$ cat src/rtl/pic_cycle_controller.sv
`default_nettype none
// ============================================================================
// Module   : pic_cycle_controller
// Purpose  : Q1..Q4 instruction-cycle sequencer and strobe decoder for the core
// Revision : 1.0 - initial release
// ============================================================================
module pic_cycle_controller #(
    parameter int PC_WIDTH     = 12,
    parameter int RESET_VECTOR = 0
) (
    input  logic                clk,
    input  logic                reset,
    input  logic [13:0]         instr,
    input  logic                alu_zero,
    input  logic                f_bit,
    input  logic [PC_WIDTH-1:0] stack_top,
    input  logic                wake,
    output logic [1:0]          phase,
    output logic                fetch_en,
    output logic                pc_inc,
    output logic                pc_load,
    output logic [PC_WIDTH-1:0] pc_target,
    output logic [1:0]          alu_type,
    output logic [3:0]          alu_op,
    output logic                use_literal,
    output logic                alu_start,
    output logic                w_we,
    output logic                f_we,
    output logic [6:0]          f_addr,
    output logic                push,
    output logic                pop,
    output logic                sleeping
);

    typedef enum logic [2:0] {
        RUN_Q1 = 3'd0,
        RUN_Q2 = 3'd1,
        RUN_Q3 = 3'd2,
        RUN_Q4 = 3'd3,
        SLEEP  = 3'd4
    } state_t;

    localparam logic [PC_WIDTH-1:0] c_reset_pc = PC_WIDTH'(RESET_VECTOR);

    state_t r_state;
    state_t w_next_state;
    logic   r_flush;
    logic   r_skip;

    logic                w_dec_w;
    logic                w_dec_f;
    logic                w_dec_push;
    logic                w_dec_pop;
    logic                w_dec_load;
    logic                w_dec_skip;
    logic                w_dec_sleep;
    logic [PC_WIDTH-1:0] w_dec_target;

    assign alu_type    = instr[13:12];
    assign alu_op      = instr[11:8];
    assign f_addr      = instr[6:0];
    assign use_literal = (instr[13:12] == 2'b11);

    // Instruction decode; w_dec_skip is only meaningful while in Q3.
    always_comb begin
        w_dec_w      = 1'b0;
        w_dec_f      = 1'b0;
        w_dec_push   = 1'b0;
        w_dec_pop    = 1'b0;
        w_dec_load   = 1'b0;
        w_dec_skip   = 1'b0;
        w_dec_sleep  = 1'b0;
        w_dec_target = c_reset_pc;
        case (instr[13:12])
            2'b00: begin
                if (instr[11:8] == 4'b0000) begin
                    if (instr[7]) begin
                        w_dec_f = 1'b1;
                    end else if (instr == 14'h0008) begin
                        w_dec_pop    = 1'b1;
                        w_dec_load   = 1'b1;
                        w_dec_target = stack_top;
                    end else if (instr == 14'h0063) begin
                        w_dec_sleep = 1'b1;
                    end
                end else begin
                    w_dec_w = ~instr[7];
                    w_dec_f = instr[7];
                    if (instr[11:8] == 4'b1011 || instr[11:8] == 4'b1111) begin
                        w_dec_skip = alu_zero;
                    end
                end
            end
            2'b01: begin
                case (instr[11:10])
                    2'b10:   w_dec_skip = ~f_bit;
                    2'b11:   w_dec_skip = f_bit;
                    default: w_dec_f    = 1'b1;
                endcase
            end
            2'b10: begin
                w_dec_load   = 1'b1;
                w_dec_push   = ~instr[11];
                w_dec_target = PC_WIDTH'(instr[10:0]);
            end
            default: begin
                w_dec_w = 1'b1;
                if (instr[11:10] == 2'b01) begin
                    w_dec_pop    = 1'b1;
                    w_dec_load   = 1'b1;
                    w_dec_target = stack_top;
                end
            end
        endcase
    end

    always_comb begin
        w_next_state = r_state;
        case (r_state)
            RUN_Q1:  w_next_state = RUN_Q2;
            RUN_Q2:  w_next_state = RUN_Q3;
            RUN_Q3:  w_next_state = RUN_Q4;
            RUN_Q4:  w_next_state = (w_dec_sleep && !r_flush) ? SLEEP : RUN_Q1;
            SLEEP:   w_next_state = wake ? RUN_Q1 : SLEEP;
            default: w_next_state = RUN_Q1;
        endcase
    end

    // Strobes are masked by reset so an abort never leaks a partial write.
    always_comb begin
        phase     = 2'd0;
        pc_inc    = 1'b0;
        alu_start = 1'b0;
        fetch_en  = 1'b0;
        w_we      = 1'b0;
        f_we      = 1'b0;
        push      = 1'b0;
        pop       = 1'b0;
        pc_load   = 1'b0;
        pc_target = c_reset_pc;
        sleeping  = 1'b0;
        if (!reset) begin
            sleeping = (r_state == SLEEP);
            if (!r_flush) begin
                pc_target = w_dec_target;
            end
            case (r_state)
                RUN_Q1: begin
                    phase  = 2'd0;
                    pc_inc = 1'b1;
                end
                RUN_Q2: begin
                    phase     = 2'd1;
                    alu_start = 1'b1;
                end
                RUN_Q3: phase = 2'd2;
                RUN_Q4: begin
                    phase    = 2'd3;
                    fetch_en = 1'b1;
                    if (!r_flush) begin
                        w_we    = w_dec_w;
                        f_we    = w_dec_f;
                        push    = w_dec_push;
                        pop     = w_dec_pop;
                        pc_load = w_dec_load;
                    end
                end
                default: phase = 2'd0;
            endcase
        end
    end

    // The word fetched alongside a pc_load is stale, so a branch or taken skip flushes it.
    always_ff @(posedge clk) begin
        if (reset) begin
            r_state <= RUN_Q1;
            r_flush <= 1'b1;
            r_skip  <= 1'b0;
        end else begin
            r_state <= w_next_state;
            if (r_state == RUN_Q3) begin
                r_skip <= w_dec_skip;
            end
            if (r_state == RUN_Q4) begin
                r_flush <= !r_flush && (r_skip || w_dec_load);
            end
        end
    end

endmodule
`default_nettype wire

$ cat config.mk
export PLATFORM = sky130hd
export DESIGN_NAME = pic_cycle_controller
export DESIGN_NICKNAME = d
export VERILOG_FILES = /design/src/rtl/pic_cycle_controller.sv
export SDC_FILE = /design/constraint.sdc
export NUM_CORES = 1
export LEC_CHECK = 0
export CAP_MARGIN = 20
export CORE_MARGIN = 2
export CORE_UTILIZATION = 34
export CTS_CLUSTER_DIAMETER = 40
export DETAILED_ROUTE_END_ITERATION = 6
export GPL_TIMING_DRIVEN = 0
export PLACE_DENSITY = 0.88
export SYNTH_ARGS = -nofsm -noshare
export SYNTH_HDL_FRONTEND = slang
export SYNTH_SLANG_ARGS = --single-unit
$ cat constraint.sdc
create_clock -name clk -period 1.9 [get_ports clk]
set_clock_uncertainty 0.1 [all_clocks]
set_input_delay 0.19 -clock clk [delete_from_list [all_inputs] [get_ports clk]]
set_output_delay 0.19 -clock clk [all_outputs]
set_load 0.02 [all_outputs]
* Yosys cells after proc, flatten, opt, wreduce, memory -nomap -nowiden *
Index checks and enable logic that the tools add are counted.

storage, ports and cells
  output and inout port bits = 37
  logic and storage cells = 86
  register bits = 5
  bits of input ports = 31

operators by class
  eq/ne operators = 14
  reduce and logical (&&, ||, !) cells = 10
  bitwise logic cells = 3
  muxes and demuxes = 56

operators with widths
  operator                                         count
  2-to-1 mux 12 bit                                6
  2-to-1 mux 1 bit                                 38
  case mux 12 bit (3 select lines)                 1
  case mux 3 bit (5 select lines)                  1
  == test 14 x 4 -> 1 bit (second input constant)  1
  == test 14 x 7 -> 1 bit (second input constant)  1
  case mux 1 bit (2 select lines)                  5
  == test 2 bit (second input constant)            4
  == test 4 bit (second input constant)            2
  == test 3 x 2 -> 1 bit (second input constant)   2
  2-to-1 mux 3 bit                                 2
  case mux 2 bit (3 select lines)                  1
  == test 2 x 1 -> 1 bit (second input constant)   2
  zero test 4 bit                                  1
  OR reduction 2 bit                               2
  == test 3 x 1 -> 1 bit (second input constant)   1
  == test 3 bit (second input constant)            1
  zero test 3 bit                                  1
  inverter 1 bit                                   3
  case mux 1 bit (3 select lines)                  1
  logical AND 1 bit                                2
  zero test 2 bit                                  1
  logical OR 1 bit                                 2
  2-to-1 mux 2 bit                                 1
  zero test 1 bit                                  1

* Longest topological paths before layout *
  depth in word-level cells = 9
  gate-level depth with buffers = 7
  depth with buffers taken out = 5

* Least setup slack after synthesis *
Ideal clock, no wire load.

  path kind = input -> output
  start point = input port instr[12]
  end point = output port pc_target[10]
  data arrival time = 1.678 ns
  required time = 1.610 ns
  cell stages on the path = 6
  slack = -0.068 ns
  path buffers = 2
  cell sequence = ha_1 nor2b_1 clkbuf_1 buf_2 a21oi_1 a311oi_1

between the ends
  longest elaborated chain between the ends = 7
  elaborated cells on any way between the ends = 10
  classes of those cells = eq/ne: 3; mux: 6; reduce/logical: 1

ends and longest elaborated chain
  element                             RTL line  RTL
  start: declaration                  13        input logic [13:0] instr,
  == test 14 x 4 -> 1 bit             79        end else if (instr == 14'h0008) begin
  2-to-1 mux 12 bit                   79
  2-to-1 mux 12 bit                   77        if (instr[7]) begin
  2-to-1 mux 12 bit                   76        if (instr[11:8] == 4'b0000) begin
  case mux 12 bit (3 select lines) *  74        case (instr[13:12])
  2-to-1 mux 12 bit *                 144       if (!r_flush) begin
  2-to-1 mux 12 bit *                 142       if (!reset) begin
  end: declaration                    22        output logic [PC_WIDTH-1:0] pc_target,

Mark *: on every way between the ends. The rest lies on a longest branch, timed or not.

* Final worst setup path *
  start point = input port instr[12]
  end point = output port pc_target[2]

Same word-level chain as after synthesis.

==> impl_metrics.ini <==
[synth]
synth-compound-area-share_pct = 29.6
ys_ff_latch = 5
yosysUniqueCellTypes = 40
synth_xor_area_share_pct = 1.93
ys.flop_type = dfxtp_1
synth_top_family_by_area = simple AND/OR/NAND/NOR gates
synth-simple-area-share_pct = 32.6
synthCells = 117
yosysWarnings = 0
synthesis.nets = 152
syn_avg_cell_area_um2 = 7.74
synth_top_cell_by_area = dfxtp_1
yosysMostFrequentCell = a21oi_1
synth_area_leaders = dfxtp_1, buf_4, a311oi_2, a21oi_1, ha_1
synth_edf_count = 0
synthArstFlopShare_pct = 0
yosysSeqAreaShare_pct = 11.0
synthMuxAreaShare_pct = 0
synthesis.area_um2 = 906
ys_top_cells_by_count = a21oi_1, buf_4, nand2_1
synthAdderAreaFrac_pct = 5.52
synth_top_cell_area_share_pct = 11.0

[routing]
wl_per_cell_um = 18.5
met1Wirelength_um = 1640
route.detailed.drc = 0
viasPerCell = 5.77
ant_nets = 0
first_iter_violations = 56
via_count = 1373
drt-pass1-iter-count = 4
top_layer = met4
dr_wl_met3_um = 288
wl_um = 4400
routed-wl-met2_um = 2230

[critical_path]
slowest_delay_ns = 0.28
crit_chain = buf_12 > clkinv_8 > ha_4 > nor4b_4 > buf_4 > nand4_4 > buf_6 > a311oi_2 > buf_4
cp_common_cell = buf_4
end_kind = primary output
cp_slowest_cell = a311oi_2
startpoint_type = input pin
crit_arrival_ns = 1.66
worstPathMaxFanout = 4
crit_required_ns = 1.61
criticalPathCategory = input pin to primary output

[power_and_ir_drop]
cellPowerDensity_nw_per_um2 = 326
internal_power_mw = 0.381
ir_drop_v = 0.000357
swShare_pct = 38.3
p_comb_share_pct = 58.8
total_power_mw = 0.618
power.switching_mw = 0.237
seqPwrFrac_pct = 19.8
leakagePower_nw = 0.816
clkPwrFrac_pct = 21.4

[clock_network]
cts_tree = yes
clk-insertion-delay-late_ns = 0.25
clk_pin_slew_ns = 0.05
cts_buffers = 3
clockBufferDepth = 2
ctsHoldBuffers = 0
clockRootBuffer = clkbuf_4
clkSinkCount = 5
htree_levels = 1

[floorplanning]
die_w_um = 55.6
start_util_pct = 36.2
rows = 18
dieArea_um2 = 3090
die_h_um = 55.6
coreArea_um2 = 2500
num_io_pins = 68

[sta]
fin_ws_ns = -0.0511
min_period_ns = 1.95
tightest_slew_ns = 0.331
rsz0062_at_grt = yes
slew_headroom_pct = 77.8
max_freq_mhz = 513
fin_crit_sh_pct = 103
finalMaxSlewViolations = 0
setup_viol = 3
hold_viol_final = 0

[layout]
fill_cells = 182
postLayoutCellArea_um2 = 1890
instances_no_fill = 238
layout.nets = 244
drive_gt1_share_pct = 51.0
antenna_cells = 0
syn_to_final_growth_pct = 109

[grt]
antenna_found_initial = 0
grt_max_degree = 11
grt_first_pass_wirelength_um = 6350
gr-usage-all-layers_pct = 25.2
grt-ovfl-total = 0
grt_pass1_vias = 1439

[place]
place_area_um2 = 1650
placement.io_buffers = 67
place_hpwl_um = 2570
dp.cells = 214
gp_congestion = 0.798

[worst_hold_path]
worstHoldPathType = input pin to flop

[status]
violations = negative setup slack
outcome = complete, but fails checks

[job]
drv_cap = 0
==> power groups by stage <==
stage | clock, mW | sequential, mW | combinational, mW
finish | 0.132 | 0.122 | 0.364
CTS | 0.129 | 0.122 | 0.329
floorplan | 0 | 0.119 | 0.162
global placement | 0 | 0.119 | 0.306
global route | 0.137 | 0.123 | 0.382
detailed placement | 0 | 0.120 | 0.315
==> cell usage in the layout, fill, tap and decap left out, types with 2 or more instances in the layout <==
cell type | Yosys | layout
buf_2 | 5 | 6
clkdlybuf4s50_1 | 0 | 30
and2_1 | 2 | 2
a21oi_1 | 14 | 14
dfxtp_1 | 5 | 4
nor2b_1 | 2 | 2
inv_1 | 6 | 4
buf_4 | 13 | 44
clkdlybuf4s15_2 | 0 | 2
nand4bb_1 | 2 | 2
nor3b_2 | 0 | 2
buf_6 | 1 | 6
nand2_1 | 12 | 12
nor3_1 | 2 | 2
clkbuf_2 | 0 | 10
xnor2_1 | 2 | 2
dlygate4sd2_1 | 0 | 8
ha_4 | 0 | 2
o21ai_0 | 2 | 2
nor4_4 | 1 | 2
buf_12 | 0 | 2
nor2_1 | 4 | 4
clkbuf_4 | 0 | 5
a311oi_2 | 6 | 11
==> sequential cells by signal (all words and copies together), names as in the netlist <==
register and count:
r_flush 1, r_state 3, r_skip 1
==> critical path, delay by kind of cell <==
family                   cells  cell delay, ns
AO/OA/AOI/OAI                1            0.28
adder cells (fa/ha/maj)      1            0.15
buffers and inverters        5            0.71
AND/OR/NAND/NOR              2            0.34
==> final cells by class <==
cell class | instances | area (um^2) | share of cell area [%]
Buffer | 21 | 174 | 9.18
Clock buffer | 4 | 26.3 | 1.39
Inverter | 6 | 40.0 | 2.11
Multi-Input combinational cell | 82 | 748 | 39.5
Sequential cell | 5 | 101 | 5.35
Tap cell | 30 | 37.5 | 1.98
Timing Repair Buffer | 90 | 767 | 40.5
==> metal layers <==
layer | GRT usage [%] | vias up
met2 | 46.8 | 84
met4 | 13.6 | 0
met3 | 4.19 | 27
met5 | 0 | -
li1 | - | 609
met1 | 26.8 | 653
==> stage by stage <==
stage	TNS [ns]	utilization, %	worst slack, ns	hold WS [ns]
finish	-0.0845	75.8	-0.0511	0.268
global route	-0.451	75.8	-0.0930	0.304
CTS	-0.00193	71.9	-0.00193	0.387
detailed placement	-17.00	65.8	-1.15	0.397
global placement	-16.41	65.8	-1.10	0.383
floorplan	0	-	0.000370	0.252
==> worst paths after layout <==
check | from | end | slack [ns] | cells past startpoint
worst max-delay path | instr[12] | pc_target[2] | -0.05 | 9
worst min-delay path | instr[6] | r_state[2]$_SDFF_PP0_ | 0.27 | 3
worst max register to register | r_state[1]$_SDFF_PP0_ | r_state[2]$_SDFF_PP0_ | 0.50 | 5
worst min register to register | r_skip$_SDFFE_PP0P_ | r_skip$_SDFFE_PP0P_ | 0.42 | 2
==> kinds of logic after synthesis <==
group,count (synthesis)
AOI/OAI and AO/OA,33
adders and majority gates,4
buffers and inverters,30
xor gates and xnor gates,2
and+or+nand+nor,43
DFF,5
==> repair_timing <==
action | in CTS | in global routing
endpoints found under the setup margin | 25 | 18
gates cloned | 1 | 0
gates resized for setup | 128 | 46
hold endpoints to repair | 0 | 0
pin swaps | 8 | 6
setup buffers | 15 | 7
Note: power is estimated with default switching activity, not from simulation.
